**config.mk**
```make
export PLATFORM = sky130hd
export DESIGN_NAME = sto_stack
export DESIGN_NICKNAME = d
export VERILOG_FILES = /design/src/rtl/sto_stack.sv
export SDC_FILE = /design/constraint.sdc
export NUM_CORES = 1
export LEC_CHECK = 0
export ABC_CLOCK_PERIOD_IN_PS = 4850
export BUFFER_PORTS_ARGS = -buffer_cell sky130_fd_sc_hd__buf_2
export CORE_MARGIN = 2
export CORE_UTILIZATION = 50
export CTS_CLUSTER_DIAMETER = 80
export CTS_CLUSTER_SIZE = 20
export DETAILED_ROUTE_END_ITERATION = 8
export PLACE_DENSITY = 0.64
export SETUP_SLACK_MARGIN = 0.05
export SYNTH_ARGS = -nofsm -noshare
export SYNTH_HDL_FRONTEND = slang
export SYNTH_SLANG_ARGS = --single-unit
```
**constraint.sdc**
```tcl
create_clock -name clk -period 4.85 [get_ports clk]
set_input_delay 0.485 -clock clk [delete_from_list [all_inputs] [get_ports clk]]
set_output_delay 0.485 -clock clk [all_outputs]
set_load 0.03 [all_outputs]
```
**src/rtl/sto_stack.sv**
```systemverilog
// sto_stack: parametrised LIFO of DEPTH signed WIDTH-bit words with a registered
// read port. Words pushed in the forward pass come back in reverse order for BPTT.
// Optional feature: define STO_STACK_ERR_EN to build the sticky misuse flag on
// err. Without it, err is tied low.
module sto_stack #(
  parameter  int WIDTH = 32,
  parameter  int DEPTH = 8,
  localparam int CW    = $clog2(DEPTH + 1)
) (
  input  logic                    clk,
  input  logic                    rst,
  input  logic                    clr,
  input  logic                    push,
  input  logic                    pop,
  input  logic signed [WIDTH-1:0] i,
  output logic signed [WIDTH-1:0] o,
  output logic [CW-1:0]           count,
  output logic                    empty,
  output logic                    full,
  output logic                    err
);

  localparam int AW = (DEPTH > 1) ? $clog2(DEPTH) : 1;

  // The storage array is deliberately not reset; nothing reads it while count is 0.
  logic signed [WIDTH-1:0] mem_q [DEPTH];
  logic signed [WIDTH-1:0] o_q, o_d;
  logic [CW-1:0]           count_q, count_d;
  logic [AW-1:0]           top_idx, wr_idx, mem_wa;
  logic                    mem_we;
  logic                    empty_w, full_w;

  assign empty_w = (count_q == '0);
  assign full_w  = (count_q == CW'(DEPTH));
  // top_idx wraps when the stack is empty, but it is only used when count > 0.
  assign top_idx = AW'(count_q - CW'(1));
  // wr_idx is only used for a push when not full, so count fits in AW bits.
  assign wr_idx  = AW'(count_q);

  // Next-state decode: clr wins, then push&pop swap/bypass, then single ops.
  always_comb begin
    count_d = count_q;
    o_d     = o_q;
    mem_we  = 1'b0;
    mem_wa  = wr_idx;
    if (clr) begin
      count_d = '0;
    end else if (push && pop) begin
      if (empty_w) begin
        o_d = i;
      end else begin
        o_d    = mem_q[top_idx];
        mem_we = 1'b1;
        mem_wa = top_idx;
      end
    end else if (push) begin
      if (!full_w) begin
        mem_we  = 1'b1;
        mem_wa  = wr_idx;
        count_d = count_q + CW'(1);
      end
    end else if (pop) begin
      if (!empty_w) begin
        o_d     = mem_q[top_idx];
        count_d = count_q - CW'(1);
      end
    end
  end

  // Control state: output word and occupancy count.
  always_ff @(posedge clk or negedge rst) begin
    if (!rst) begin
      o_q     <= '0;
      count_q <= '0;
    end else begin
      o_q     <= o_d;
      count_q <= count_d;
    end
  end

  // Storage array write port; push data always comes straight from i.
  always_ff @(posedge clk) begin
    if (mem_we) begin
      mem_q[mem_wa] <= i;
    end
  end

`ifdef STO_STACK_ERR_EN
  logic err_q, err_d, ignored;

  assign ignored = (push && !pop && full_w) || (pop && !push && empty_w);

  // Sticky misuse flag: set by any ignored op, cleared only by clr or reset.
  always_comb begin
    err_d = err_q;
    if (clr) begin
      err_d = 1'b0;
    end else if (ignored) begin
      err_d = 1'b1;
    end
  end

  // Misuse flag register.
  always_ff @(posedge clk or negedge rst) begin
    if (!rst) begin
      err_q <= 1'b0;
    end else begin
      err_q <= err_d;
    end
  end

  assign err = err_q;
`else
  assign err = 1'b0;
`endif

  assign o     = o_q;
  assign count = count_q;
  assign empty = empty_w;
  assign full  = full_w;

endmodule

```
==> metrics.yaml, run 1 <==
outcome:
  status: "completed"
placed_design:
  dp_hpwl_um: 15160
  io_buffers: 74
  gp_congestion: 0.8469
  place_area_um2: 12640
  dp.cells: 1163
final_layout:
  final_common_cell: "edfxtp_1"
  mostFrequentLayoutCells: "256 x edfxtp_1, 133 x nand2_1, 74 x buf_2"
  multi_input_area_um2: 3114
  fillCellCount: 1883
  nets: 903
  fin_area_um2: 13160
  area_delta_synth_final_pct: 10.65
  antenna_cells: 0
  drive_gt1_frac: 0.1486
  final_cells: 1194
  regArea_um2: 8588
global_route:
  grt_pass1_vias: 6905
  grt_pass1_wl_um: 39670
  antenna_found_initial: 0
  grt-ovfl-total: 0
  grt_max_degree: 68
  grt_use_total: 0.2081
synthesis:
  syn-instance-count: 812
  synth_edf_count: 256
  async_reset_ff_frac: 0.1233
  ys_warn_count: 0
  ys_ff_latch: 292
  syn_nets: 851
  synth_cell_type_count: 43
  seq_area_frac_synth: 0.7219
  syn_avg_cell_area_um2: 14.65
  synth-main-ff-cell: "edfxtp_1"
  synth_area_um2: 11900
detailed_routing:
  viasPerCell: 5.849
  routed-via-count: 6984
  routed_wl_um: 25870
  dr_wl_met3_um: 1177
  drtIter0Drc: 565
  dr.pass1.iters: 5
  top_layer: "met4"
  wire_per_inst_um: 21.67
  drc: 0
  dr_wl_met2_um: 12390
  postRouteAntennaNets: 0
  wl_met1_um: 11640
clock_network:
  cts_setup_buffers: 0
  clock-sinks: 292
  cts_resized: 0
  cts_max_level: 1
  clockRootBuffer: "clkbuf_16"
  cts_hold_buf: 0
  clk_latency_ns: 0.50
  cts_made_buffers: 18
  path_clk_slew_ns: 0.09
  cts_tree: "built"
  clockBufferDepth: 3
die:
  chipHeight_um: 158.3
  io_pins: 76
  rows: 56
  core_area_um2: 23400
  design.die.area_um2: 25040
  start_util: 0.5083
  die_x_um: 158.3
pwr:
  power.density_nw_per_um2: 534.5
  combPwrFrac: 0.341
  clkPwrFrac: 0.215
  max-vdd-ir-drop_mv: 0.3245
  switching_share: 0.3646
  switching_power_w: 0.002565
  seqPwrFrac: 0.445
  p_int_w: 0.004471
  p_leak_nw: 4.748
run:
  max-cap-violations: 0
setup_path:
  cp.required_ns: 5.23
  crit_path_end_kind: "flop"
  critical_path_class: "flop to flop"
  arrival_ns: 4.29
  cp_num_buf_inv: 3
  path_delay_family: "buffers and inverters"
  critPathMaxStageDelay_ns: 0.88
  critPathSlowestCell: "a211oi_4"
  start_kind: "flop"
  path_cells: "inv_1 > ha_1 > or3b_1 > inv_2 > a211oi_4 > buf_4 > mux2i_1 > o31ai_1"
  crit_fanout: 36
timing:
  period_needed_ns: 3.917
  finalSetupTns_ns: 0
  worstMarginPinSlew_ns: 1.194
  relSlewSlack: 0.2041
  max_freq_mhz: 255.3
  post-route-period-util: 0.8076
  hold_viol_final: 0
  skew_ns: 0.01014
  rsz0062_at_grt: "no"
  final-setup-viol-count: 0
  maxSlewViolCount: 0
worst_hold_path:
  hp-class: "input pin to async pin"
## power by group through the flow
| stage | sequential [W] | combinational, W | clock (W) |
|---|---|---|---|
| after floorplan | 0.00338 | 0.00144 | 0 |
| after global placement | 0.00317 | 0.00235 | 0 |
| after CTS | 0.00313 | 0.00241 | 0.00155 |
| final | 0.00313 | 0.00240 | 0.00151 |
| after global routing | 0.00315 | 0.00261 | 0.00163 |
| after detailed placement | 0.00318 | 0.00241 | 0 |
## registers in the layout, indices dropped and copies added, names as in the netlist
register	cells
mem_q	256
o	32
count	4
## per-stage QoR
step                  util  hold WS (ns)  setup WS (ns)  power, W
floorplan                -        0.1894         0.4589  0.004822
global placement    0.5400        0.4996          1.238  0.005523
detailed placement  0.5400        0.4920          1.004  0.005587
CTS                 0.5625        0.1646         0.9807  0.007084
global route        0.5625        0.2078         0.7443  0.007382
finish              0.5625        0.1560         0.9330  0.007036
## per-layer routing
metal	vias to the layer above	global-route usage
li1	3221	-
met1	3521	0.2948
met2	200	0.3447
met3	42	0.02531
met4	0	0.05663
met5	-	0
## final timing paths
check	from	endpoint	cells past startpoint	slack, ns
min	rst	count[0]$_DFFE_PN0P_	1	0.16
min in group clk	i[13]	mem_q[6][13]$_DFFE_PP_	1	0.27
max	count[0]$_DFFE_PN0P_	o[10]$_DFFE_PN0P_	8	0.93
max reg2reg	count[0]$_DFFE_PN0P_	o[10]$_DFFE_PN0P_	8	0.93
min reg2reg	o[0]$_DFFE_PN0P_	o[0]$_DFFE_PN0P_	2	0.51
max in group asynchronous	rst	o[14]$_DFFE_PN0P_	1	4.09
## cell type report
class / count / share of cell area
clock buffers: 30 / 0.03925
multi-input cells: 454 / 0.2366
well taps: 319 / 0.03032
repair buffers: 91 / 0.03878
clock inverters: 1 / 0.0006653
inverters: 7 / 0.001996
flip-flops and latches: 292 / 0.6524
## logic make-up (layout without fill, tap and decap cells)
logic type	count (synthesis)	count (layout)	synth area share
xor gates and xnor gates	3	3	0.002840
muxes	68	68	0.05742
adders and majority gates	2	2	0.002103
other	1	1	0.0003152
and+or+nand+nor	265	265	0.1088
AOI/OAI and AO/OA	115	115	0.08204
DFF	292	292	0.7219
buffers and inverters	66	129	0.02461
## cells in the mapped netlist (2+ instances only)
library cell	number	area, um^2
buf_4	7	52.55
o311ai_1	8	70.07
inv_1	6	22.52
mux2i_1	66	660.6
a21oi_1	5	25.02
nand2b_1	2	12.51
o311ai_0	23	201.4
buf_2	15	75.07
nor3b_1	2	15.01
nand2_1	133	499.2
o21a_1	2	15.01
nor3_1	3	15.01
ha_1	2	25.02
clkbuf_1	37	138.9
and2_1	2	12.51
or3_1	31	193.9
o31ai_1	34	255.2
a32o_1	32	320.3
nor2b_1	5	31.28
xor2_1	2	17.52
nor2_1	16	60.06
o21ai_0	6	30.03
and3_1	63	394.1
dfrtp_1	36	900.9
edfxtp_1	256	7687
## worst reg2reg max path: cells and delay by family, from the launching register on
family          cells  cell delay, ns
buf+inv             3            1.05
compound gates      2            0.98
flops               1            0.73
fa+ha+maj           1            0.44
simple gates        1            0.33
mux                 1            0.26
Power figures use the tool's default switching activity.
==> run 2: changes to the inputs <==
ABC_AREA = 1   (was default)
ABC_CLOCK_PERIOD_IN_PS = 3200   (was 4850)
PLACE_DENSITY = 0.66   (was 0.64)
clock period = 3.2 ns   (was 4.85 ns; I/O delays follow)
==> run 2 against run 1 <==
  * The run now ends with negative hold slack left
  * Cell area increased by 9.2%
  * Core utilization up 0.65 points
  * Synthesized cell count grew 61%
  * Worst setup slack got worse by 0.26 ns
  * Final cell count is 43% higher
  * Sequential share of layout area fell by 5.4 points
  * Via count increased by 23%
  * Critical endpoint is now mem_q[6][4]$_DFFE_PP_
==> metrics.yaml, run 2 <==
synthesis:
  syn_avg_cell_area_um2: 9.853  # -33%
  syn-instance-count: 1310  # +61%
  syn_nets: 1349  # +59%
  synth_cell_type_count: 25  # -42%
  seq_area_frac_synth: 0.6654  # -0.05654
  async_reset_ff_frac: 0.1233  # unchanged
  synth_common_cells: "420 x nand2_1, 256 x edfxtp_1, 180 x inv_1"
  synth_area_um2: 12910  # +8.5%
  ys_warn_count: 0  # unchanged
  synth_most_common_cell: "nand2_1"
  synth_edf_count: 256  # unchanged
  synth_top_cell_area_share: 0.5956  # -0.05061
  synth-main-ff-cell: "edfxtp_1"
  synth_area_leaders: "edfxtp_1 60%, nand2_1 12%, dfrtp_1 7.0%, nand3_1 5.7%, inv_1 5.2%"
  ys_ff_latch: 292  # unchanged
  synth_area_leader_cell: "edfxtp_1"
detailed_routing:
  routed-via-count: 8586  # +23%
  drc: 0  # unchanged
  drtIter0Drc: 695  # +23%
  wire_per_inst_um: 16.51  # -24%
  viasPerCell: 5.018  # -14%
  routed_wl_um: 28250  # +9.2%
  postRouteAntennaNets: 0  # unchanged
  dr.pass1.iters: 5  # unchanged
clock_network:
  clockRootBuffer: "clkbuf_16"
  cts_max_level: 1  # unchanged
  clk_latency_ns: 0.50  # about the same
  cts_setup_buffers: 0  # unchanged
  cts_resized: 0  # unchanged
  path_clk_slew_ns: 0.08  # about the same
  clock-sinks: 292  # unchanged
  clockBufferDepth: 3  # unchanged
  cts_hold_buf: 0  # unchanged
  cts_made_buffers: 18  # unchanged
  cts_tree: "built"
global_route:
  grt_pass1_vias: 8222  # +19%
  grt_use_total: 0.2140  # +0.005876
  grt_max_degree: 108  # +59%
  grt_pass1_wl_um: 44360  # +12%
  antenna_found_initial: 0  # unchanged
  grt-ovfl-total: 0  # unchanged
pwr:
  max-vdd-ir-drop_mv: 0.4877  # +50%
  power_w: 0.01118  # +59%
  p_leak_nw: 6.341  # +34%
  power.density_nw_per_um2: 778.1  # +46%
timing:
  maxSlewViolCount: 0  # unchanged
  final-setup-viol-count: 0  # unchanged
  max_freq_mhz: 395.2  # +55%
  setup_slack_ns: 0.6699  # -0.2631 ns
  rsz0062_at_grt: "no"
  whs_ns: -0.01041  # -0.1665 ns
  post-route-period-util: 0.7907  # -0.01698
  worstMarginPinSlew_ns: 1.158  # -0.03609 ns
  period_needed_ns: 2.530  # -1.387 ns
  hold_viol_final: 21  # +21
  skew_ns: 0.009882  # -0.0002543 ns
  relSlewSlack: 0.2282  # +0.02406
run:
  max-cap-violations: 0  # unchanged
die:
  chipHeight_um: 164.7  # +4.1%
  design.die.area_um2: 27120  # +8.3%
  die_x_um: 164.7  # +4.1%
  io_pins: 76  # unchanged
  start_util: 0.5111  # +0.002757
  rows: 58  # +3.6%
  core_area_um2: 25250  # +7.9%
outcome:
  status: "finished, violations left"
  violations: "negative hold slack"
setup_path:
  critical_path_class: "flop to flop"
  cp.required_ns: 3.40  # -1.83 ns
  crit_path_end_kind: "flop"
  start_kind: "flop"
  arrival_ns: 2.73  # -1.56 ns
  r2r_cells: 8  # unchanged
  crit_fanout: 12  # -67%
worst_hold_path:
  hp-class: "input pin to async pin"
placed_design:
  place_ws_ns: 0.6596  # -0.3445 ns
  dp_hpwl_um: 16890  # +11%
  io_buffers: 74  # unchanged
  gp_congestion: 0.8311  # -1.9%
final_layout:
  nets: 1408  # +56%
  mostFrequentLayoutCells: "420 x nand2_1, 256 x edfxtp_1, 180 x inv_1"
  final_common_cell: "nand2_1"
  drive_gt1_frac: 0.1376  # -0.01099
  area_delta_synth_final_pct: 11.32
  largest_reg_flops: 256  # unchanged
  largest_register: "mem_q"
  antenna_cells: 0  # unchanged
[run 2: changes by cell type in the layout (fill, tap and decap cells not counted), moves of 31 or more]
cell     delta
nand2_1   +287
inv_1     +174
nand3_1   +146
nor2_1    +106
mux2i_1    -66
and3_1     -63
or2_2      +49
o31ai_1    -34
a32o_1     -32
or3_1      -31
[run 2: critical path, stage by stage (launching register included)]
cell,delay (ns)
dfrtp_4,0.51
inv_2,0.06
ha_1,0.38
nand3_4,0.17
nand2_1,0.17
xor2_1,0.21
nand2_1,0.28
nor2_4,0.22
buf_4,0.23
[run 2: report_power, final]
part | switching (W) | internal, W | total [W]
clock | 0.00120 | 0.00112 | 0.00232
combinational | 0.00293 | 0.00128 | 0.00421
sequential | 0.000152 | 0.00450 | 0.00465
total | 0.00429 | 0.00689 | 0.0112
[run 2: per-layer routing]
metal | wire [um] | GRT usage | vias to the layer above
li1 | - | - | 4257
met1 | 11990 | 0.2672 | 4126
met5 | 0 | 0 | -
met2 | 14540 | 0.3912 | 151
met3 | 972 | 0.02712 | 52
met4 | 743 | 0.06047 | 0
[run 2: layout make-up]
type                       count  area (um^2)
clock buffer                  30        516.7
sequential                   292         8592
inverter                     184        690.7
tap                          330        412.9
clock inverter                 2        11.26
fill                        2190        10890
multi-input combinational    772         3397
timing repair buffer         101        748.2
[run 2: kinds of logic (layout without fill, tap and decap cells)]
| kind of cell | count (synthesis) | after routing | synth area share |
|---|---|---|---|
| xor gates and xnor gates | 4 | 4 | 0.003297 |
| adders and majority gates | 2 | 2 | 0.001938 |
| and+or+nand+nor | 741 | 741 | 0.2413 |
| other | 1 | 1 | 0.0002905 |
| buffers and inverters | 246 | 317 | 0.07813 |
| DFF | 292 | 292 | 0.6654 |
| AOI/OAI and AO/OA | 24 | 24 | 0.009694 |
[run 2: stage by stage]
stage | TNS [ns] | util | cells | hold slack [ns] | area (um^2)
4_1_cts | 0 | 0.5690 | 1711 | 0.02027 | 14370
3_3_place_gp | 0 | 0.5481 | 1679 | 0.4569 | 13840
2_1_floorplan | -27.59 | - | 1310 | 0.02441 | 12940
3_5_place_dp | 0 | 0.5481 | 1679 | 0.4595 | 13840
6_report | 0 | 0.5690 | 1711 | -0.01041 | 14370
5_1_grt | 0 | 0.5690 | 1711 | 0.05956 | 14370
[run 2: final timing paths]
path | to | slack (ns) | from
max in group asynchronous | count[0]$_DFFE_PN0P_ | 2.49 | rst
min in group clk | mem_q[7][8]$_DFFE_PP_ | 0.11 | i[8]
min | count[0]$_DFFE_PN0P_ | -0.01 | rst
max | mem_q[6][4]$_DFFE_PP_ | 0.67 | count[0]$_DFFE_PN0P_
max reg2reg | mem_q[6][4]$_DFFE_PP_ | 0.67 | count[0]$_DFFE_PN0P_
min reg2reg | o[19]$_DFFE_PN0P_ | 0.48 | o[19]$_DFFE_PN0P_
==> run 3: changes to the inputs <==
ABC_AREA = 0   (was 1)
ABC_CLOCK_PERIOD_IN_PS = 2100   (was 3200)
clock period = 2.1 ns   (was 3.2 ns; I/O delays follow)
==> run 3 against run 2 <==
  * The flow finishes with violations (negative setup slack)
  * Final cell count is 23% lower
  * Sequential cell count stayed put
  * Power rose by 69%
  * Worst hold slack improved by 0.011 ns
  * Sequential power increased by 53%
  * Combinational power increased by 95%
  * Cell area is 6.3% higher
  * Clock-buffer cell count decreased by 3
  * Critical path depth unchanged
  * Sequential share of layout area is 3.6 points lower
  * Clock skew rose by 0.010 ns
  * Critical endpoint is now empty
==> metrics.yaml, run 3 (synthesized netlist as in run 1, its figures left out) <==
outcome:
  status: "finished, violations left"
  violations: "negative setup slack"
worst_hold_path:
  hp-class: "input pin to flop"
run:
  max-cap-violations: 0  # unchanged
setup_path:
  crit_fanout: 3  # -9
  path_delay_family: "buffers and inverters"
  start_kind: "flop"
  critPathSlowestCell: "dfrtp_2"
  crit_path_end_kind: "output port"
  arrival_ns: 2.10  # -0.63 ns
  cp.required_ns: 1.89  # -1.51 ns
  cp_num_buf_inv: 6  # +4
  critical_path_class: "flop to output port"
  cpMostUsedCell: "buf_8"
  path_cells: "inv_2 > ha_4 > or3b_4 > buf_6 > inv_4 > buf_8 > buf_12 > buf_8"
  critPathMaxStageDelay_ns: 0.42  # -0.09 ns
detailed_routing:
  routed-via-count: 7935  # -7.6%
  viasPerCell: 5.993  # +19%
  wire_per_inst_um: 24.21  # +47%
  dr.pass1.iters: 5  # unchanged
  drtIter0Drc: 697  # +0.29%
  drc: 0  # unchanged
  routed_wl_um: 32050  # +13%
  postRouteAntennaNets: 0  # unchanged
die:
  core_area_um2: 23400  # -7.3%
  rows: 56  # -3.4%
  chipHeight_um: 158.3  # -3.9%
  die_x_um: 158.3  # -3.9%
  design.die.area_um2: 25040  # -7.6%
  io_pins: 76  # unchanged
  start_util: 0.5083  # -0.002757
final_layout:
  finish.utilization: 0.6529  # +0.08394
  mostFrequentLayoutCells: "256 x edfxtp_1, 132 x nand2_1, 73 x buf_2"
  final_common_cell: "edfxtp_1"
  largest_register: "mem_q"
  final_cells: 1324  # -23%
  multi_input_area_um2: 3372  # -0.74%
  fillCellCount: 1658  # -24%
  regArea_um2: 8591  # about the same
  drive_gt1_frac: 0.2779  # +0.1403
  area_delta_synth_final_pct: 28.44
  largest_reg_flops: 256  # unchanged
  nets: 1033  # -27%
pwr:
  p_leak_nw: 5.675  # -11%
  max-vdd-ir-drop_mv: 0.8892  # +82%
  power.density_nw_per_um2: 1234  # +59%
timing:
  finalSetupTns_ns: -29.61  # -29.61 ns
  max_freq_mhz: 433.3
  post-route-period-util: 1.099
  maxSlewViolCount: 0  # unchanged
  skew_ns: 0.02007  # +0.01019 ns
  hold_viol_final: 0  # -100%
  worstMarginPinSlew_ns: 0.6256  # -0.5321 ns
  relSlewSlack: 0.5829  # +0.3548
  setup_slack_ns: -0.2081  # -0.8780 ns
  rsz0062_at_grt: "yes"
  whs_ns: 0.0006233  # +0.01103 ns
  final-setup-viol-count: 283  # +283
  period_needed_ns: 2.308
clock_network:
  cts_made_buffers: 19  # +1
  clockBufferDepth: 3  # unchanged
  cts_tree: "built"
  clockRootBuffer: "clkbuf_16"
  cts_max_level: 1  # unchanged
  path_clk_slew_ns: 0.08  # about the same
  clk_latency_ns: 0.51  # about the same
  clock-sinks: 292  # unchanged
global_route:
  grt-ovfl-total: 0  # unchanged
  grt_max_degree: 38  # -65%
  grt_pass1_vias: 8042  # -2.2%
  grt_pass1_wl_um: 47100  # +6.2%
  grt_use_total: 0.2563  # +0.04236
  antenna_found_initial: 1  # +1
placed_design:
  dp.cells: 1221  # -27%
  dp_hpwl_um: 17010  # +0.68%
  io_buffers: 74  # unchanged
  place_ws_ns: -0.5269  # -1.187 ns
  gp_congestion: 0.8791  # +5.8%
[run 3: cell types whose count changed in the layout (fill, tap and decap cells not counted), moves of 26 or more]
cell	change
mux2i_1	+59
buf_4	+43
nor2_1	-107
and3_1	+63
or3_1	+31
o31ai_1	+29
nand3_1	-147
or2_2	-49
a32o_1	+32
buf_12	+26
nand2_1	-288
inv_1	-176
[run 3: power breakdown]
group	total [W]	internal (W)	switching, W	leakage (nW)
clock	0.00354	0.00171	0.00183	0.259
combinational	0.00819	0.00352	0.00467	2.66
sequential	0.00713	0.00686	0.000274	2.76
total	0.0189	0.0121	0.00678	5.67
[run 3: repair_timing]
item                                    in CTS  in global routing
endpoints found under the hold margin      106                  0
endpoints found under the setup margin     290                293
cloned                                      16                  2
buffers inserted                            39                 10
pin swaps                                   13                 13
hold buffers                                14                  0
gates resized for setup                     68                 34
[run 3: metrics by stage]
step           instance area (um^2)  total power [W]
6_report                      15280          0.01886
2_1_floorplan                 12070          0.01135
4_1_cts                       15170          0.01864
3_5_place_dp                  13470          0.01415
5_1_grt                       15280          0.01962
3_3_place_gp                  13470          0.01396
[run 3: worst reg2reg max path: stages, from the launching register on]
cell and delay [ns]:
dfrtp_2 0.39, inv_2 0.06, ha_4 0.16, or3b_4 0.25, buf_6 0.11, inv_4 0.04
buf_8 0.12, buf_12 0.12, a211oi_4 0.19, buf_6 0.22, clkbuf_16 0.21, mux2i_1 0.21
o31ai_1 0.10
[run 3: path summary, 6_finish.rpt]
kind	startpoint	to	slack, ns	depth (start not counted)
worst max-delay path	count[0]$_DFFE_PN0P_	empty	-0.21	8
worst min-delay path	i[19]	mem_q[5][19]$_DFFE_PP_	0.0006	1
worst max register to register	count[1]$_DFFE_PN0P_	o[10]$_DFFE_PN0P_	-0.20	12
worst min register to register	o[5]$_DFFE_PN0P_	o[5]$_DFFE_PN0P_	0.50	2
max in group asynchronous	rst	o[15]$_DFFE_PN0P_	1.29	3
min in group asynchronous	rst	count[0]$_DFFE_PN0P_	0.24	2
[run 3: final cells by class]
| cell class | instances | area share |
|---|---|---|
| clock inverter | 4 | 0.002457 |
| inverter | 7 | 0.001883 |
| clock buffer | 27 | 0.03308 |
| tap | 319 | 0.02612 |
| multi-input combinational | 456 | 0.2207 |
| sequential | 292 | 0.5622 |
| antenna | 1 | 0.0001638 |
| timing repair buffer | 218 | 0.1534 |
[run 3: metal layers]
metal	wire (um)	up-vias	global-route usage
li1	-	3493	-
met1	13150	4042	0.3488
met2	15640	330	0.4288
met3	2187	70	0.03021
met4	1081	0	0.09610
met5	0	-	0
